<file path="src/rtl/parity_block_engine_pkg.sv">
// Shared types and default sizing for the parity block engine.
package parity_block_pkg;

  localparam int DEF_DATA_WIDTH = 8;
  localparam int DEF_MAX_WORDS  = 16;

  typedef enum logic [1:0] {
    PB_IDLE = 2'd0,
    PB_RUN  = 2'd1,
    PB_DONE = 2'd2
  } pb_state_t;

endpackage

</file>
<file path="src/rtl/parity_block_engine_lane.sv">
// One bit of the parity datapath: last-beat parity and running column parity.
// clear has priority over load so a start in the same cycle always wins.
module parity_lane (
  input  logic clk,
  input  logic rst_n,
  input  logic clear,
  input  logic load,
  input  logic a,
  input  logic b,
  output logic byte_par,
  output logic col_par,
  output logic col_next
);

  // Value the column flop will hold after this edge (used for word parity on DONE entry).
  always_comb begin
    col_next = col_par;
    if (clear) begin
      col_next = 1'b0;
    end else if (load) begin
      col_next = col_par ^ a ^ b;
    end else begin
      col_next = col_par;
    end
  end

  // Lane flops: clear on start, update on accepted beat, otherwise hold.
  always_ff @(posedge clk or negedge rst_n) begin
    if (!rst_n) begin
      byte_par <= 1'b0;
      col_par  <= 1'b0;
    end else if (clear) begin
      byte_par <= 1'b0;
      col_par  <= 1'b0;
    end else if (load) begin
      byte_par <= a ^ b;
      col_par  <= col_next;
    end else begin
      byte_par <= byte_par;
      col_par  <= col_par;
    end
  end

endmodule

</file>
<file path="src/rtl/parity_block_engine.sv">
// Burst parity engine: accepts len word pairs over valid/ready, accumulates
// column parity and reports a reduced word parity with a one-cycle done.
// Optional self-check against an expected column parity: PARITY_BLOCK_CHECK_EN.
module parity_block_engine
  import parity_block_pkg::*;
#(
  parameter  int DATA_WIDTH = DEF_DATA_WIDTH,
  parameter  int MAX_WORDS  = DEF_MAX_WORDS,
  localparam int CNT_W      = $clog2(MAX_WORDS + 1)
) (
  input  logic                  clk,
  input  logic                  rst_n,
  input  logic                  start,
  input  logic [CNT_W-1:0]      num_words,
  input  logic                  odd_mode,
  input  logic                  in_valid,
  output logic                  in_ready,
  input  logic [DATA_WIDTH-1:0] byte_a,
  input  logic [DATA_WIDTH-1:0] byte_b,
  output logic [DATA_WIDTH-1:0] byte_parity,
  output logic [DATA_WIDTH-1:0] col_parity,
  output logic                  word_parity,
  output logic [CNT_W-1:0]      beat_count,
  output logic                  busy,
`ifdef PARITY_BLOCK_CHECK_EN
  input  logic [DATA_WIDTH-1:0] exp_parity,
  output logic                  parity_err,
`endif
  output logic                  done
);

  localparam logic [CNT_W-1:0] MAX_LEN  = CNT_W'(MAX_WORDS);
  localparam logic [CNT_W-1:0] CNT_ZERO = {CNT_W{1'b0}};
  localparam logic [CNT_W-1:0] CNT_ONE  = {{(CNT_W-1){1'b0}}, 1'b1};

  // Reduced parity of a vector, inverted when odd parity is requested.
  function automatic logic reduce_parity(input logic [DATA_WIDTH-1:0] v, input logic odd);
    return (^v) ^ odd;
  endfunction

  pb_state_t             state;
  pb_state_t             next_state;
  logic [CNT_W-1:0]      len;
  logic [CNT_W-1:0]      len_in;
  logic                  odd_mode_q;
  logic                  odd_sel;
  logic                  start_acc;
  logic                  accept;
  logic                  last_beat;
  logic [DATA_WIDTH-1:0] col_next;

  assign in_ready  = (state == PB_RUN);
  assign accept    = in_valid && in_ready;
  assign start_acc = (state == PB_IDLE) && start;

  // Clamp the requested length and pick the parity sense valid for this edge.
  always_comb begin
    len_in    = (num_words > MAX_LEN) ? MAX_LEN : num_words;
    odd_sel   = (state == PB_IDLE) ? odd_mode : odd_mode_q;
    last_beat = accept && (beat_count == (len - CNT_ONE));
  end

  // Next-state logic; start is only honoured in IDLE.
  always_comb begin
    next_state = state;
    case (state)
      PB_IDLE: begin
        if (start_acc) begin
          next_state = (len_in == CNT_ZERO) ? PB_DONE : PB_RUN;
        end else begin
          next_state = PB_IDLE;
        end
      end
      PB_RUN: begin
        if (last_beat) begin
          next_state = PB_DONE;
        end else begin
          next_state = PB_RUN;
        end
      end
      PB_DONE: next_state = PB_IDLE;
      default: next_state = PB_IDLE;
    endcase
  end

  // State, burst configuration, beat counter and registered status outputs.
  always_ff @(posedge clk or negedge rst_n) begin
    if (!rst_n) begin
      state       <= PB_IDLE;
      len         <= CNT_ZERO;
      odd_mode_q  <= 1'b0;
      beat_count  <= CNT_ZERO;
      word_parity <= 1'b0;
      busy        <= 1'b0;
      done        <= 1'b0;
    end else begin
      state <= next_state;
      busy  <= (next_state != PB_IDLE);
      done  <= (next_state == PB_DONE);
      if (start_acc) begin
        len        <= len_in;
        odd_mode_q <= odd_mode;
        beat_count <= CNT_ZERO;
      end else if (accept) begin
        beat_count <= beat_count + CNT_ONE;
      end else begin
        beat_count <= beat_count;
      end
      if (next_state == PB_DONE) begin
        word_parity <= reduce_parity(col_next, odd_sel);
      end else begin
        word_parity <= word_parity;
      end
    end
  end

  // Bit-sliced parity datapath.
  for (genvar i = 0; i < DATA_WIDTH; i++) begin : g_lane
    parity_lane u_lane (
      .clk      (clk),
      .rst_n    (rst_n),
      .clear    (start_acc),
      .load     (accept),
      .a        (byte_a[i]),
      .b        (byte_b[i]),
      .byte_par (byte_parity[i]),
      .col_par  (col_parity[i]),
      .col_next (col_next[i])
    );
  end

`ifdef PARITY_BLOCK_CHECK_EN
  logic [DATA_WIDTH-1:0] exp_parity_q;
  logic [DATA_WIDTH-1:0] exp_sel;

  // Expected parity in force for this edge (fresh value on a zero-length start).
  always_comb begin
    exp_sel = (state == PB_IDLE) ? exp_parity : exp_parity_q;
  end

  // Latch expectation on start; flag a mismatch on DONE entry, clear on next start.
  always_ff @(posedge clk or negedge rst_n) begin
    if (!rst_n) begin
      exp_parity_q <= {DATA_WIDTH{1'b0}};
      parity_err   <= 1'b0;
    end else begin
      if (start_acc) begin
        exp_parity_q <= exp_parity;
      end else begin
        exp_parity_q <= exp_parity_q;
      end
      if (next_state == PB_DONE) begin
        parity_err <= (col_next != exp_sel);
      end else if (start_acc) begin
        parity_err <= 1'b0;
      end else begin
        parity_err <= parity_err;
      end
    end
  end
`endif

endmodule

</file>
<file path="config.mk">
export PLATFORM = sky130hd
export DESIGN_NAME = parity_block_engine
export DESIGN_NICKNAME = d
export VERILOG_FILES = /design/src/rtl/parity_block_engine_pkg.sv /design/src/rtl/parity_block_engine_lane.sv /design/src/rtl/parity_block_engine.sv
export SDC_FILE = /design/constraint.sdc
export NUM_CORES = 1
export LEC_CHECK = 0
export BUFFER_PORTS_ARGS = -buffer_cell sky130_fd_sc_hd__buf_2
export CAP_MARGIN = 20
export CORE_MARGIN = 10
export CORE_UTILIZATION = 52
export CTS_CLUSTER_SIZE = 16
export DETAILED_ROUTE_END_ITERATION = 10
export PLACE_DENSITY_LB_ADDON = 0.1
export SLEW_MARGIN = 25
export SYNTH_ARGS = -nofsm -noshare
export SYNTH_HDL_FRONTEND = slang
export SYNTH_SLANG_ARGS = --single-unit
export TNS_END_PERCENT = 10
</file>
<file path="constraint.sdc">
create_clock -name clk -period 2.95 [get_ports clk]
set_clock_uncertainty 0.15 [all_clocks]
set_input_delay 0.4425 -clock clk [delete_from_list [all_inputs] [get_ports clk]]
set_output_delay 0.4425 -clock clk [all_outputs]
set_load 0.01 [all_outputs]
</file>
Word level (Yosys, flattened, before mapping). Cells that the tools add are included.

Bits in registers: 32. Bits in latches: 0. Bits in writable memories: 0. ROM bits: 0. Bits of input ports: 26. Word-level logic and storage cells: 118. Memories kept: 0.

Add/subtract/negate cells: 2. $mul: 0. Divide/modulo/power cells: 0. $lt $le $gt $ge: 1. Equal/unequal tests: 3. Shift-type cells: 0. Muxes and demuxes: 56. Bitwise operators: 25. Reductions and logical operators: 8.

Operators by type and width (count): $mux W1 (49); $xor A1 B1 Y1 (25); $mux W5 (3); $reduce_xor A8 Y1 (1); $mux W2 (3); $add A5 B1 Y5 const B (1); $eq A5 B5 Y1 (1); $gt A5 B5 Y1 const B (1); $logic_not A5 Y1 (1); $sub A5 B1 Y5 const B (1); $pmux W2 S2 (1); $reduce_bool A2 Y1 (2); $logic_and A1 B1 Y1 (3); $eq A2 B1 Y1 const B (1); $eq A2 B2 Y1 const B (1); $logic_not A2 Y1 (1).

Longest topological paths before layout. Gate-level depths: netlist of the first run.

Word-level depth: 7. Mapped depth: 9.

Cells and area by module. Synthesis of the first run repeated with hierarchy kept, for this count alone.

Cells, all modules: 169. Area, all modules: 1836.8 µm².

Modules (own cells, without submodules): parity_lane (times used 8, cells each 10, area an instance 116.4 µm², sequential area each 50.0 µm²); parity_block_engine (times used 1, cells each 89, area an instance 905.9 µm², sequential area each 400.4 µm²).

Worst setup path after synthesis of the first run. OpenSTA, ideal clock, no wires.

Kind: in2reg. From: in byte_b[7]. To: reg word_parity. Library setup time: 120 ps. Arrival: 1888 ps. Data required time: 2680 ps. Setup slack: 791 ps. Stages on the path: 7. Buffers on the path: 0. Cell sequence: xnor2_1 -> or3_4 -> a2111oi_4 -> nor3_1 -> a211o_1 -> a21o_1 -> o211a_1.

Word-level cells in the longest chain between the ends: 5.

RTL lines: from (decl) (line parity_block_engine.sv:19) `input logic [DATA_WIDTH-1:0] byte_b,`; $xor A1 B1 Y1 (line parity_block_engine_lane.sv:21) `col_next = col_par ^ a ^ b;`; $mux W1 (line parity_block_engine_lane.sv:20) `end else if (load) begin`; $mux W1 (line parity_block_engine_lane.sv:18) `if (clear) begin`; $reduce_xor A8 Y1 (line parity_block_engine.sv:38) `return (^v) ^ odd;`; $xor A1 B1 Y1 (line parity_block_engine.sv:38); to (signal assigned) (line parity_block_engine.sv:110) `word_parity <= reduce_parity(col_next, odd_sel);`; to (signal assigned) (line parity_block_engine.sv:112) `word_parity <= word_parity;`; to (decl) (line parity_block_engine.sv:22) `output logic word_parity,`.

No other way between the ends. A chain may end at the register's enable or synchronous reset.

Final worst setup path of the first run.
From: reg state[1]. To: reg word_parity.

Word-level cells in the longest chain between the ends: 6. Elaborated cells on any way between the ends: 28. Those cells by class: eq/ne: 2; mux: 20; bitwise: 1; reduce/logical: 5.

RTL lines: from (decl) (line parity_block_engine.sv:41) `pb_state_t state;`; from (signal assigned) (line parity_block_engine.sv:97) `state <= next_state;`; $eq A2 B1 Y1 (line parity_block_engine.sv:52, parity_block_engine.sv:66); $logic_and A1 B1 Y1 (line parity_block_engine.sv:53) `assign accept = in_valid && in_ready;`; $mux W1 or $logic_and A1 B1 Y1 (tied branches) (line parity_block_engine_lane.sv:20, parity_block_engine.sv:60); $mux W1 or $mux W2 (tied branches) (line parity_block_engine_lane.sv:18, parity_block_engine.sv:75); $reduce_xor A8 Y1 or $pmux W2 S2 (tied branches) (line parity_block_engine.sv:38, parity_block_engine.sv:66); $xor A1 B1 Y1 or $eq A2 B2 Y1 (tied branches) (line parity_block_engine.sv:38, parity_block_engine.sv:109).

Several ways; a longest one is shown, not always the timed one.

==> results.json, run 1 <==
{
  "share_comb_of_total_power_pct": 50.1,
  "asyncSetResetFlopFracSynth_pct": 100,
  "nNetsFinal": 246,
  "antenna_found_initial": 0,
  "synth_ff_type": "sky130_fd_sc_hd__dfrtp_1",
  "initial_utilization_pct": 54.2,
  "share_clk_of_total_power_pct": 13.4,
  "top_level_ports": 51,
  "post_cts.resized_instances": 0,
  "synthesis.area_um2": 1810,
  "post_synth_fa_ha_maj_area_fraction_pct": 1.38,
  "antenna_cells_inserted": 0,
  "ctsHoldBuffers": 0,
  "holdWs_ns": -0.00896,
  "ctsRootBufferMaster": "sky130_fd_sc_hd__clkbuf_4",
  "drt_iter0_markers": 110,
  "timing.slew.headroom_pct": 53.5,
  "p_total_mw": 2.09,
  "p_leak_nw": 0.977,
  "drt-pass1-iter-count": 4,
  "power_density_nw_per_um2": 1030,
  "maximum_vdd_drop_uv": 496,
  "largest_net_degree_at_the_start_of_global_routing": 33,
  "drcViolationCount": 0,
  "post_synth_and_or_nand_nor_area_fraction_pct": 17.9,
  "sw_frac_of_total_pct": 39.6,
  "maximum_count_of_clock_buffers_along_a_single_path": 2,
  "post_synth_cell_types": 39,
  "gr-total-overflow": 0,
  "post_cts_setup_buffer_count": 0,
  "netlist_instances": 183,
  "period_minus_slack_ns": 2.43,
  "rsz0062_at_grt": "no",
  "timing.setup.tns_ns": 0,
  "final_layout_size_suffix_gt1_share_pct": 28.4,
  "synth.mux.area_fraction_pct": 0.554,
  "timing.critical_path.cells": "nand3b_4, or3_4, a2111oi_4, nor3_1, a211o_1, a21o_1, o211a_1",
  "final_min_period_over_clock_period_pct": 82.4,
  "clock_sinks": 32,
  "synth-compound-area-share_pct": 11.6,
  "cts.htree.levels": 2,
  "synth_enable_flop_cells": 0,
  "power_report.internal_total_mw": 1.26,
  "failed_checks": "negative hold slack",
  "timing.critical_path.slowest_cell_delay_ns": 0.47,
  "setup.worst_path.end_class": "flip-flop",
  "tritoncts": "built",
  "synth_top_family_by_area": "simple AND/OR/NAND/NOR gates",
  "synth_top_cells_by_area": "sky130_fd_sc_hd__dfrtp_1 44%, sky130_fd_sc_hd__xnor2_1 9.2%, sky130_fd_sc_hd__buf_4 6.6%, sky130_fd_sc_hd__nor2_1 5.4%, sky130_fd_sc_hd__xor2_1 3.4%",
  "ys_ff_latch": 32,
  "synth_area_per_cell_um2": 9.88,
  "core_area_um2": 3340,
  "report.final.hold_viol_count": 12,
  "yosys.area.top_type_share_pct": 44.3,
  "insertion_delay_ns": 0.33,
  "seq_power_share_pct": 36.5,
  "setup_violations": 0,
  "synth_seq_area_share_pct": 44.3,
  "drt-vias-per-instance": 5.07,
  "power_switching_mw": 0.828,
  "detailedPlacementHpwl_um": 2950,
  "globalplace.congestion": 0.777,
  "critPathRequiredTime_ns": 3.03,
  "max_freq_ghz": 0.411,
  "critical_setup_path_class": "flip-flop to flip-flop",
  "clk_pin_slew_ns": 0.10,
  "placement_rows": 21,
  "post_synth_xor_area_fraction_pct": 15.1,
  "via_count": 1338,
  "outcome": "finished, violations left",
  "syn_to_final_growth_pct": 12.7,
  "worst_setup_path_start_kind": "flip-flop",
  "routed_wire_length_per_instance_um": 14.9,
  "first_global_vias": 1363,
  "crit_path_max_fanout": 23,
  "final_core_occ_pct": 61.0,
  "maxSlewViolCount": 0,
  "die-area_um2": 6240,
  "min-delay-path-class": "primary input to async pin",
  "die_height_um": 79.0,
  "ys.warnings.count": 0,
  "detail-route-antenna-nets": 0,
  "cpMaxStageDelayCell": "sky130_fd_sc_hd__or3_4",
  "slew_at_the_pin_closest_to_its_max_slew_limit_ns": 0.698,
  "worst_ep_arrival_time_ns": 2.51,
  "die_width_um": 79.0,
  "grt_pass1_wl_um": 6490,
  "yosys.area.top_type": "sky130_fd_sc_hd__dfrtp_1",
  "route.final.wire_length_um": 3930,
  "global_route.usage.total_pct": 13.0,
  "io_buffer_count": 50,
  "maxCapViolations": 0,
  "synth_nets": 211,
  "cts_made_buffers": 5
}
-- cells by family (layout without fill, tap and decap cells) --
group | after synthesis | count (layout)
adder cells (fa/ha/maj) | 2 | 2
flip-flops | 32 | 32
AND/OR/NAND/NOR | 65 | 65
XOR/XNOR | 28 | 28
AO/OA/AOI/OAI | 29 | 29
buffers and inverters | 26 | 61
multiplexers | 1 | 1
-- metrics by stage --
step	hold WS [ns]	cell area (um2)	setup WS, ns	cells
after CTS	0.0170	2040	0.517	264
after global placement	0.312	1970	0.501	257
after detailed placement	0.320	1970	0.454	257
after global routing	0.00280	2040	0.383	264
after floorplan	-0.00309	1810	0.791	183
final	-0.00896	2040	0.520	264
-- power groups by stage --
stage                     sequential (mW)  combinational, mW  clock (mW)
final                               0.763               1.05       0.281
after global routing                0.793               1.17       0.317
after CTS                           0.764               1.07       0.293
after detailed placement            0.774               1.06           0
after global placement              0.764               1.03           0
after floorplan                     0.763              0.897           0
-- state kept, by name, summed over array words and instances (netlist names) --
register	cells
g_lane.u_lane.byte_par	8
g_lane.u_lane.col_par	8
beat_count	5
len	5
state	2
busy	1
done	1
odd_mode_q	1
word_parity	1
-- area by class of cell --
class / count / area, um2
tap: 46 / 57.6
timing repair buffer: 52 / 265
fill: 313 / 1300
sequential: 32 / 801
multi-input combinational: 125 / 841
inverter: 2 / 7.51
clock buffer: 7 / 65.1
-- routing by layer --
metal  up-vias  routed length, um  global-route usage, %
li1        670                  -                      -
met1       610               1630                   14.8
met4         0                 23                   4.48
met5         -                  0                      0
met3         2                385                   7.21
met2        56               1890                   20.3
-- cell usage after synthesis (3+ instances only) --
library cell / count
sky130_fd_sc_hd__a211oi_1: 3
sky130_fd_sc_hd__xnor2_1: 19
sky130_fd_sc_hd__o211ai_1: 3
sky130_fd_sc_hd__buf_4: 16
sky130_fd_sc_hd__o21ai_0: 3
sky130_fd_sc_hd__o31ai_1: 3
sky130_fd_sc_hd__xor2_1: 7
sky130_fd_sc_hd__nand4_1: 4
sky130_fd_sc_hd__nand2_1: 15
sky130_fd_sc_hd__nor3_1: 5
sky130_fd_sc_hd__a21oi_1: 9
sky130_fd_sc_hd__dfrtp_1: 32
sky130_fd_sc_hd__nor2_1: 26
sky130_fd_sc_hd__clkbuf_1: 5
sky130_fd_sc_hd__nand3b_1: 4
-- layout by cell type, fill, tap and decap left out, drive strengths merged, types with 4 or more instances in the layout --
| master | instances |
|---|---|
| buf | 52 |
| dfrtp | 32 |
| nor2 | 26 |
| xnor2 | 19 |
| nand2 | 15 |
| a21oi | 9 |
| xor2 | 7 |
| clkbuf | 7 |
| nor3 | 5 |
| nand3b | 5 |
| nand4 | 4 |
| o21ai | 4 |
-- worst max-delay path: cells and delay by family, from the launching register on --
family	cells	cell delay, ns
AND/OR/NAND/NOR	3	0.90
AO/OA/AOI/OAI	4	0.86
flip-flops	1	0.42
-- worst paths after layout --
check                                       startpoint                                    to  slack (ns)  cells after the start
min in group clk                              odd_mode                odd_mode_q$_DFFE_PN0P_        0.18                      3
worst max-delay path                state[1]$_DFF_PN0_               word_parity$_DFFE_PN0N_        0.52                      7
worst min-delay path                             rst_n  g_lane[7].u_lane.col_par$_DFFE_PN0P_      -0.009                      1
max in group asynchronous                        rst_n                        done$_DFF_PN0_        2.21                      1
worst min register to register  odd_mode_q$_DFFE_PN0P_                odd_mode_q$_DFFE_PN0P_        0.35                      2
worst max register to register      state[1]$_DFF_PN0_               word_parity$_DFFE_PN0N_        0.52                      7
No activity file was read; power rests on OpenSTA's default activity.
==> run 2: changes to the inputs <==
--- a/config.mk
+++ b/config.mk
@@ -8,7 +8,7 @@
 export BUFFER_PORTS_ARGS = -buffer_cell sky130_fd_sc_hd__buf_2
 export CAP_MARGIN = 20
 export CORE_MARGIN = 10
-export CORE_UTILIZATION = 52
+export CORE_UTILIZATION = 47
 export CTS_CLUSTER_SIZE = 16
 export DETAILED_ROUTE_END_ITERATION = 10
 export PLACE_DENSITY_LB_ADDON = 0.1
==> constraint.sdc (replaced) <==
create_clock -name clk -period 2.1 [get_ports clk]
set_clock_uncertainty 0.15 [all_clocks]
set_input_delay 0.315 -clock clk [delete_from_list [all_inputs] [get_ports clk]]
set_output_delay 0.315 -clock clk [all_outputs]
set_load 0.01 [all_outputs]
==> run 2 against run 1 <==
  * The flow finishes with violations (negative setup slack)
  * Die area rose by 7.9%
  * Highest routed layer unchanged
  * Combinational power grew 62%
  * Critical path type unchanged
  * Sequential share of layout area down 4.0 points
  * Worst hold slack gained 0.10 ns
  * Register-to-register slack lost 0.63 ns
  * Routed wire length increased by 3.4%
  * Final cell count is 8.0% higher
  * Core utilization increased by 0.46 points
  * First-iteration DRC count decreased by 59%
  * Cell area grew 11%
  * Fmax grew 9.7%
==> results.json, run 2 (synthesis results as in run 1) <==
{
  "route.final.wire_length_um": 4070,
  "worst_ep_arrival_time_ns": 2.24,
  "layout.cells.most_common": "sky130_fd_sc_hd__buf_2",
  "routed_wire_length_per_instance_um": 14.3,
  "initial_utilization_pct": 49.0,
  "grt_pass1_wl_um": 6800,
  "outcome": "finished, violations left",
  "tritoncts": "built",
  "drcViolationCount": 0,
  "share_comb_of_total_power_pct": 51.0,
  "clock_sinks": 32,
  "max_freq_ghz": 0.451,
  "reg_top3": "g_lane.u_lane.byte_par: 8 flops, g_lane.u_lane.col_par: 8 flops",
  "sw_frac_of_total_pct": 37.9,
  "layout_setup_ws_ns": -0.115,
  "gr-total-overflow": 0,
  "timing.hold.worst.start": "odd_mode",
  "global_route.usage.total_pct": 13.0,
  "timing.slew.headroom_pct": 52.5,
  "power_switching_mw": 1.26,
  "whs_path_depth": 3,
  "core_area_um2": 3690,
  "p_total_mw": 3.34,
  "p_leak_nw": 1.09,
  "ff2ff_setup_slack_ns": -0.12,
  "placement_rows": 22,
  "setup.worst_path.end_class": "flip-flop",
  "crit_path_max_fanout": 7,
  "nNetsFinal": 264,
  "worst_slack_after_detailed_placement_ns": -0.172,
  "drt-pass1-iter-count": 4,
  "detail-route-antenna-nets": 0,
  "maximum_vdd_drop_uv": 718,
  "critPathRequiredTime_ns": 2.12,
  "failed_checks": "negative setup slack",
  "cts.htree.levels": 2,
  "slew_at_the_pin_closest_to_its_max_slew_limit_ns": 0.713,
  "largest_net_degree_at_the_start_of_global_routing": 33,
  "maxSlewViolCount": 0,
  "critical_setup_path_class": "flip-flop to flip-flop",
  "rsz0062_at_grt": "yes",
  "drt-vias-per-instance": 5.04,
  "placed_cells_incl_taps": 276,
  "setup_violations": 1,
  "top_level_ports": 51,
  "worst_setup_path_start_kind": "flip-flop",
  "cp_top_family": "XOR/XNOR gates",
  "rr_startpoint": "state[1]$_DFF_PN0_",
  "r2r_cells": 7,
  "die_height_um": 82.0,
  "period_minus_slack_ns": 2.22,
  "io_buffer_count": 50,
  "cp.buffers_inverters": 0,
  "cpMaxStageDelayCell": "sky130_fd_sc_hd__xnor3_1",
  "critical_register_to_register_path_endpoint": "word_parity$_DFFE_PN0N_",
  "syn_to_final_growth_pct": 25.5,
  "final_min_period_over_clock_period_pct": 105,
  "timing.critical_path.slowest_cell_delay_ns": 0.46,
  "cp.depth": 7,
  "die-area_um2": 6730,
  "die_width_um": 82.0,
  "detailedPlacementHpwl_um": 3170,
  "via_count": 1436,
  "min-delay-path-class": "primary input to flip-flop",
  "worstHoldEndpoint": "odd_mode_q$_DFFE_PN0P_",
  "seq_power_share_pct": 31.8,
  "finish.cell_count_without_fillers": 285,
  "timing.critical_path.cells": "nand3b_4, nor2_2, xnor2_1, xnor3_1, a211o_1, a21o_1, o211a_1",
  "globalplace.congestion": 0.744,
  "antenna_cells_inserted": 0,
  "report.final.hold_viol_count": 0,
  "clk_pin_slew_ns": 0.07,
  "layout_common_cells": "50 x sky130_fd_sc_hd__buf_2, 32 x sky130_fd_sc_hd__dfrtp_1, 23 x sky130_fd_sc_hd__nor2_1",
  "share_clk_of_total_power_pct": 17.2,
  "maxCapViolations": 0,
  "post_cts_setup_buffer_count": 0,
  "cts_made_buffers": 5,
  "first_global_vias": 1470,
  "final_layout_size_suffix_gt1_share_pct": 37.1,
  "ctsRootBufferMaster": "sky130_fd_sc_hd__clkbuf_8",
  "antenna_found_initial": 0,
  "power_report.internal_total_mw": 2.08,
  "insertion_delay_ns": 0.28,
  "power_density_nw_per_um2": 1470,
  "maximum_count_of_clock_buffers_along_a_single_path": 2,
  "drt_iter0_markers": 45
}
## run 2: worst max-delay path by stage
stage	startpoint	slack, ns	end
after floorplan	state[1]$_DFF_PN0_	-0.02	word_parity$_DFFE_PN0N_
after global placement	state[1]$_DFF_PN0_	-0.1	word_parity$_DFFE_PN0N_
after detailed placement	byte_a[7]	-0.17	word_parity$_DFFE_PN0N_
after CTS	state[1]$_DFF_PN0_	-0.12	word_parity$_DFFE_PN0N_
after global routing	state[1]$_DFF_PN0_	-0.23	word_parity$_DFFE_PN0N_
final	state[1]$_DFF_PN0_	-0.12	word_parity$_DFFE_PN0N_
## run 2: stage by stage
stage / util (%) / TNS (ns) / hold WS (ns) / cell area [um2]
after floorplan: - / -0.0182 / -0.131 / 1840
after global placement: 57.8 / -0.0977 / 0.259 / 2130
after detailed placement: 57.8 / -0.172 / 0.258 / 2130
after CTS: 61.3 / -0.119 / 0.0826 / 2260
after global routing: 61.5 / -0.233 / 0.0896 / 2270
final: 61.5 / -0.115 / 0.0909 / 2270
## run 2: tightest hold or removal path, stage by stage
cell and delay [ns]:
sky130_fd_sc_hd__buf_2 0.08, sky130_fd_sc_hd__nand2_1 0.04, sky130_fd_sc_hd__nand2_1 0.05
## run 2: repair_timing
action / 4_1_cts / 5_1_grt
pin swaps: 1 / 1
endpoints found under the hold margin: 32 / 0
resized for setup: 5 / 2
endpoints found under the setup margin: 1 / 1
hold buffers: 1 / 0
## run 2: metal layers
| layer | wire length [um] | share of wire (%) | GRT usage (%) |
|---|---|---|---|
| met2 | 1860 | 46 | 20.5 |
| met3 | 444 | 11 | 6.44 |
| met1 | 1710 | 42 | 15.1 |
| met5 | 0 | 0 | 0 |
| met4 | 45 | 1.1 | 4.08 |
## run 2: power groups by stage
stage / Combinational, mW / Clock (mW) / Sequential, mW
2_1_floorplan: 1.30 / 0 / 1.07
3_3_place_gp: 1.64 / 0 / 1.06
3_5_place_dp: 1.69 / 0 / 1.07
4_1_cts: 1.72 / 0.590 / 1.06
5_1_grt: 1.89 / 0.622 / 1.10
6_report: 1.70 / 0.574 / 1.06
## run 2: area by class of cell
cell class	count	area (um2)
Tap cell	48	60.1
Multi-Input combinational cell	125	886
Inverter	2	7.51
Timing Repair Buffer	70	407
Sequential cell	32	801
Clock buffer	6	72.6
Fill cell	323	1420
Clock inverter	2	35.0
